[src/rtl/iagc_pkg.sv]
// ---------------------------------------------------------------------------
// iagc_pkg
// Shared definitions for blocks that sit beside the IAGC controller:
//   - IAGC status word width and the two status codes decoded here
//   - lock-state enum used by the per-channel phase lock FSM
//   - small helper for sizing counters
// ---------------------------------------------------------------------------
package iagc_pkg;

  localparam int IAGC_STATUS_W = 4;

  localparam logic [IAGC_STATUS_W-1:0] IAGC_STATUS_RESET = 4'b0000;
  localparam logic [IAGC_STATUS_W-1:0] IAGC_STATUS_INIT  = 4'b0001;

  typedef enum logic {
    SEARCH = 1'b0,
    LOCKED = 1'b1
  } lock_state_e;

  function automatic int max_int(input int a, input int b);
    return (a > b) ? a : b;
  endfunction

endpackage

[src/rtl/phase_lock_channel.sv]
// ---------------------------------------------------------------------------
// phase_lock_channel
// One I/Q channel: quadrant compare against the reference, SEARCH/LOCKED
// FSM with separate lock/unlock hysteresis counts, registered event pulses.
// Ports:
//   i_clock, i_reset_n  : clock, async active-low reset
//   i_clear             : synchronous return to SEARCH (IAGC status RESET)
//   i_enable            : samples are evaluated (IAGC status INIT)
//   i_sample, i_data    : sample strobe and I/Q word (I upper, Q lower half)
//   i_ref_quadrant      : reference {sign_I, sign_Q}
//   o_in_phase          : channel is LOCKED
//   o_lock_event        : one-cycle pulse on SEARCH->LOCKED
//   o_unlock_event      : one-cycle pulse on LOCKED->SEARCH
// ---------------------------------------------------------------------------
module phase_lock_channel
  import iagc_pkg::*;
#(
  parameter int AXIS_DATA_SIZE = 32,
  parameter int LOCK_COUNT     = 10,
  parameter int UNLOCK_COUNT   = 4
) (
  input  logic                      i_clock,
  input  logic                      i_reset_n,
  input  logic                      i_clear,
  input  logic                      i_enable,
  input  logic                      i_sample,
  input  logic [1:0]                i_ref_quadrant,
  input  logic [AXIS_DATA_SIZE-1:0] i_data,
  output logic                      o_in_phase,
  output logic                      o_lock_event,
  output logic                      o_unlock_event
);

  localparam int CNT_W = $clog2(max_int(LOCK_COUNT, UNLOCK_COUNT) + 1);
  localparam logic [CNT_W-1:0] LOCK_LAST   = CNT_W'(LOCK_COUNT - 1);
  localparam logic [CNT_W-1:0] UNLOCK_LAST = CNT_W'(UNLOCK_COUNT - 1);

  lock_state_e      state_q, state_d;
  logic [CNT_W-1:0] cnt_q, cnt_d;
  logic             lock_event_q, lock_event_d;
  logic             unlock_event_q, unlock_event_d;
  logic [1:0]       quadrant;
  logic             match;

  // Only the two sign bits matter; the magnitudes are deliberately ignored.
  logic unused_data;
  assign unused_data = ^i_data;

  assign quadrant = {i_data[AXIS_DATA_SIZE-1], i_data[AXIS_DATA_SIZE/2-1]};
  assign match    = (quadrant == i_ref_quadrant);

  // State register.
  // NOTE: sequential state uses non-blocking assignments so every flop
  // samples the pre-edge values of the others.
  always_ff @(posedge i_clock or negedge i_reset_n) begin
    if (!i_reset_n) begin
      state_q        <= SEARCH;
      cnt_q          <= '0;
      lock_event_q   <= 1'b0;
      unlock_event_q <= 1'b0;
    end else begin
      state_q        <= state_d;
      cnt_q          <= cnt_d;
      lock_event_q   <= lock_event_d;
      unlock_event_q <= unlock_event_d;
    end
  end

  // Next-state logic. The counter counts consecutive valid samples of the
  // kind that would cause a transition, and is cleared by the transition
  // itself, so it never reaches its wrap point.
  // NOTE: every signal gets a default first so no path leaves it unassigned,
  // which would otherwise infer a latch.
  always_comb begin
    state_d        = state_q;
    cnt_d          = cnt_q;
    lock_event_d   = 1'b0;
    unlock_event_d = 1'b0;
    if (i_clear) begin
      state_d = SEARCH;
      cnt_d   = '0;
    end else if (i_enable && i_sample) begin
      unique case (state_q)
        SEARCH: begin
          if (!match) begin
            cnt_d = '0;
          end else if (cnt_q == LOCK_LAST) begin
            state_d      = LOCKED;
            cnt_d        = '0;
            lock_event_d = 1'b1;
          end else begin
            cnt_d = cnt_q + CNT_W'(1);
          end
        end
        LOCKED: begin
          if (match) begin
            cnt_d = '0;
          end else if (cnt_q == UNLOCK_LAST) begin
            state_d        = SEARCH;
            cnt_d          = '0;
            unlock_event_d = 1'b1;
          end else begin
            cnt_d = cnt_q + CNT_W'(1);
          end
        end
        default: begin
          state_d = SEARCH;
          cnt_d   = '0;
        end
      endcase
    end
  end

  // Outputs.
  always_comb begin
    o_in_phase     = (state_q == LOCKED);
    o_lock_event   = lock_event_q;
    o_unlock_event = unlock_event_q;
  end

endmodule

[src/rtl/phase_lock_monitor.sv]
// ---------------------------------------------------------------------------
// phase_lock_monitor
// Multi-channel phase lock monitor gated by the IAGC status word.
// Ports:
//   i_clock, i_reset_n : clock, async active-low reset
//   i_iagc_status      : RESET clears all channels, INIT enables them,
//                        any other code freezes them
//   i_ref_quadrant     : reference quadrant {sign_I, sign_Q}
//   i_sample, i_data   : per-channel strobe; channel k at [k*W +: W]
//   o_in_phase         : per-channel lock flag
//   o_all_in_phase     : registered AND of o_in_phase (one cycle behind)
//   o_lock_event       : per-channel SEARCH->LOCKED pulse
//   o_unlock_event     : per-channel LOCKED->SEARCH pulse
// ---------------------------------------------------------------------------
module phase_lock_monitor
  import iagc_pkg::*;
#(
  parameter int N_CHANNELS       = 4,
  parameter int AXIS_DATA_SIZE   = 32,
  parameter int IAGC_STATUS_SIZE = IAGC_STATUS_W,
  parameter int LOCK_COUNT       = 10,
  parameter int UNLOCK_COUNT     = 4
) (
  input  logic                                 i_clock,
  input  logic                                 i_reset_n,
  input  logic [IAGC_STATUS_SIZE-1:0]          i_iagc_status,
  input  logic [1:0]                           i_ref_quadrant,
  input  logic [N_CHANNELS-1:0]                i_sample,
  input  logic [N_CHANNELS*AXIS_DATA_SIZE-1:0] i_data,
  output logic [N_CHANNELS-1:0]                o_in_phase,
  output logic                                 o_all_in_phase,
  output logic [N_CHANNELS-1:0]                o_lock_event,
  output logic [N_CHANNELS-1:0]                o_unlock_event
);

  logic status_reset;
  logic status_init;
  logic all_in_phase_q, all_in_phase_d;

  assign status_reset = (i_iagc_status == IAGC_STATUS_SIZE'(IAGC_STATUS_RESET));
  assign status_init  = (i_iagc_status == IAGC_STATUS_SIZE'(IAGC_STATUS_INIT));

  for (genvar k = 0; k < N_CHANNELS; k++) begin : g_channel
    phase_lock_channel #(
      .AXIS_DATA_SIZE(AXIS_DATA_SIZE),
      .LOCK_COUNT    (LOCK_COUNT),
      .UNLOCK_COUNT  (UNLOCK_COUNT)
    ) u_channel (
      .i_clock       (i_clock),
      .i_reset_n     (i_reset_n),
      .i_clear       (status_reset),
      .i_enable      (status_init),
      .i_sample      (i_sample[k]),
      .i_ref_quadrant(i_ref_quadrant),
      .i_data        (i_data[k*AXIS_DATA_SIZE +: AXIS_DATA_SIZE]),
      .o_in_phase    (o_in_phase[k]),
      .o_lock_event  (o_lock_event[k]),
      .o_unlock_event(o_unlock_event[k])
    );
  end

  // A RESET status also forces the aggregate flag low on the same edge.
  always_comb begin
    all_in_phase_d = status_reset ? 1'b0 : (&o_in_phase);
  end

  always_ff @(posedge i_clock or negedge i_reset_n) begin
    if (!i_reset_n) begin
      all_in_phase_q <= 1'b0;
    end else begin
      all_in_phase_q <= all_in_phase_d;
    end
  end

  assign o_all_in_phase = all_in_phase_q;

endmodule

[config.mk]
export PLATFORM = sky130hd
export DESIGN_NAME = phase_lock_monitor
export DESIGN_NICKNAME = d
export VERILOG_FILES = /design/src/rtl/iagc_pkg.sv /design/src/rtl/phase_lock_channel.sv /design/src/rtl/phase_lock_monitor.sv
export SDC_FILE = /design/constraint.sdc
export NUM_CORES = 1
export LEC_CHECK = 0
export BUFFER_PORTS_ARGS = -buffer_cell sky130_fd_sc_hd__buf_4
export CAP_MARGIN = 30
export CORE_MARGIN = 8
export CORE_UTILIZATION = 43
export DETAILED_ROUTE_END_ITERATION = 10
export GPL_ROUTABILITY_DRIVEN = 0
export GPL_TIMING_DRIVEN = 0
export HOLD_SLACK_MARGIN = 0.1
export PLACE_DENSITY = 0.86
export SLEW_MARGIN = 20
export SYNTH_ARGS = -nofsm -noshare
export SYNTH_HDL_FRONTEND = slang
export SYNTH_SLANG_ARGS = --single-unit
[constraint.sdc]
create_clock -name i_clock -period 3.1 [get_ports i_clock]
set_clock_uncertainty 0.1 [all_clocks]
set_input_delay 0.155 -clock i_clock [delete_from_list [all_inputs] [get_ports i_clock]]
set_output_delay 0.155 -clock i_clock [all_outputs]
set_load 0.02 [all_outputs]
==> reports/metrics.yaml <==
sta:
  slew_viol_final: 0
  hold_viol_final: 0
  fmax_mhz: 551
  tns_ps: 0
  fin_crit_ps: 1810
  worst_slew_pin_slew_ps: 594
  period_share_pct: 58.5
  slew_headroom_pct: 60.3
  finalSetupViolCount: 0
  rsz0062_at_grt: "no"
logic_synthesis:
  synthCells: 221
  synth_edf_count: 0
  async_flop_share_pct: 100
  yosysMostFrequentCell: "dfrtp_1"
  ys_seq_area_share_pct: 36.3
  ys_types: 48
  synth_nets: 369
  synth_top_area_share_pct: 36.3
  ys_top_cells_by_area: "dfrtp_1 (36%), buf_4 (5.3%), nand2_1 (5.1%)"
  ys_warn_count: 0
  synthTopCellsByCount: "dfrtp_1 (29), nand2_1 (27), buf_4 (14)"
  synthFlopType: "dfrtp_1"
  synth_largest_area_cell: "dfrtp_1"
  ys_ff_latch: 29
  syn_avg_cell_area_um2: 9.05
  netlist_area_mm2: 0.00200
die:
  core_area_mm2: 0.00460
  ios: 153
  chipWidth_um: 84.2
  start_util_pct: 43.5
  die_area_mm2: 0.00709
  row_count: 25
  dieHeight_um: 84.2
clocking:
  clk_pin_slew_ps: 70
  numCtsBuffers: 5
  cts.sinks: 29
  cts_tree: "built"
  ctsHtreeMaxLevel: 2
  insertion_delay_ps: 290
  clock_tree.root_cell: "clkbuf_8"
  cts_setup_buffers: 0
  clk_path_buf_depth: 2
  post_cts_resized: 0
routing:
  drt_iter0_markers: 151
  drcViolationCount: 0
  via_count: 1832
  wl_per_cell_um: 15.2
  first_pass_iters: 4
  routed_wl_um: 4830
  ant_nets: 0
  routed_via_density: 5.78
global_route:
  grt_use_total_pct: 14.2
  first_global_vias: 1819
  grt-ovfl-total: 0
  antenna_found_initial: 0
  grt_max_degree: 30
  grt_pass1_wl_um: 8400
power_and_ir_drop:
  powerDensity_mw_per_mm2: 531
  vdd_drop_max_uv: 246
  cellLeakagePower_nw: 1.10
setup_path:
  arrival_ps: 1870
  crit_path_start_kind: "flop"
  cp-end-kind: "flop"
  crit_family: "compound AO/OA/AOI/OAI gates"
  crit_chain: "ha_1 -> nor3b_1 -> a211oi_1 -> o2111ai_1 -> o311ai_2"
  cp_slowest_cell: "dfrtp_1"
  critPathBufInv: 0
  cp_slowest_stage_delay_ps: 410
  worst-endpoint-required_ps: 3150
  worstSetupPathType: "flop to flop"
  crit_fanout: 5
finish:
  syn_to_final_growth_pct: 21.1
  fillers: 414
  antenna_cells: 0
  nets: 410
  drive_gt1_share_pct: 24.7
  fin_cells: 317
worst_hold_path:
  min-delay-path-class: "input port to flop"
place:
  io_buffers: 29
  dp_cells: 304
  hpwl_um: 3620
run_status:
  status: "finished clean"
job:
  maxCapViolations: 0
[worst register-to-register path: cells and delay by family, from the launching register on]
kind,cells,cell delay (ps)
AO/OA/AOI/OAI,3,610
adder cells (fa/ha/maj),1,200
flip-flops,1,410
AND/OR/NAND/NOR,1,360
[routing by layer]
| metal | up-vias | GRT usage [%] | part of all wire, % |
|---|---|---|---|
| li1 | 886 | - | - |
| met1 | 872 | 17.8 | 45 |
| met2 | 68 | 22.3 | 45 |
| met3 | 6 | 4.74 | 8.4 |
| met4 | 0 | 4.71 | 1.4 |
| met5 | - | 0 | 0 |
[layout make-up]
class | count | area [µm²] | share of cell area [%]
plain buffers | 24 | 154 | 6.35
clock buffers | 5 | 68.8 | 2.84
clock inverters | 3 | 17.5 | 0.723
inverters | 10 | 37.5 | 1.55
multi-input cells | 158 | 1080 | 44.7
flip-flops and latches | 29 | 726 | 30.0
well taps | 54 | 67.6 | 2.79
repair buffers | 34 | 268 | 11.1
[layout by cell type, fill, tap and decap left out, drive strengths merged, types with 4 or more instances in the layout]
master	instances
xor2	6
nand4	7
clkbuf	10
nand3	5
dlygate4sd3	5
nor2	9
o31ai	6
dfrtp	29
nand2	27
o21ai	10
and3b	4
buf	48
xnor2	4
nand2b	4
ha	8
and3	4
nor4	6
o211ai	4
nor3	11
a2bb2oi	6
inv	10
nor4b	4
[worst paths after layout]
check	cells past startpoint	endpoint	start	slack, ps
worst min register to register	2	g_channel[2].u_channel.cnt_q[1]	g_channel[2].u_channel.cnt_q[1]	450
worst min-delay path	4	g_channel[0].u_channel.o_lock_event	i_data[31]	140
worst max register to register	5	g_channel[2].u_channel.cnt_q[3]	g_channel[2].u_channel.cnt_q[0]	1290
min in group asynchronous	2	g_channel[1].u_channel.cnt_q[0]	i_reset_n	220
max in group asynchronous	2	g_channel[2].u_channel.cnt_q[1]	i_reset_n	2400
worst max-delay path	5	g_channel[2].u_channel.cnt_q[3]	g_channel[2].u_channel.cnt_q[0]	1290
[kinds of logic after synthesis]
| kind of cell | share of synthesized area (%) |
|---|---|
| fa+ha+maj | 5.00 |
| simple gates | 26.1 |
| flops | 36.3 |
| buf+inv | 9.57 |
| xor+xnor | 4.38 |
| compound gates | 18.6 |
[report_power, final]
part / total, mW / internal [mW] / switching, mW / leakage [nW]
Combinational: 0.429 / 0.202 / 0.227 / 0.673
Sequential: 0.542 / 0.447 / 0.0951 / 0.380
Clock: 0.316 / 0.155 / 0.162 / 0.0439
[state kept, by name (all words and copies together), names as in the netlist]
name / cells
g_channel.u_channel.o_in_phase: 4
o_all_in_phase: 1
g_channel.u_channel.cnt_q: 16
g_channel.u_channel.o_unlock_event: 4
g_channel.u_channel.o_lock_event: 4
[stage by stage]
| stage | power [mW] | util, % | area, µm² | worst slack [ps] | hold WS (ps) |
|---|---|---|---|---|---|
| 2_1_floorplan | 0.841 | - | 2000 | 1520 | -241 |
| 3_3_place_gp | 0.947 | 49.7 | 2290 | 1340 | 0.572 |
| 3_5_place_dp | 0.970 | 49.7 | 2290 | 1290 | 0.272 |
| 4_1_cts | 1.29 | 52.7 | 2420 | 1280 | 131 |
| 5_1_grt | 1.38 | 52.7 | 2420 | 1120 | 167 |
| 6_report | 1.29 | 52.7 | 2420 | 1290 | 136 |
[what timing repair did]
item | CTS | global route
hold buffers | 5 | 0
hold endpoints to repair | 33 | 0
setup endpoints to repair | 0 | 0
Note: power is estimated with default switching activity, not from simulation.
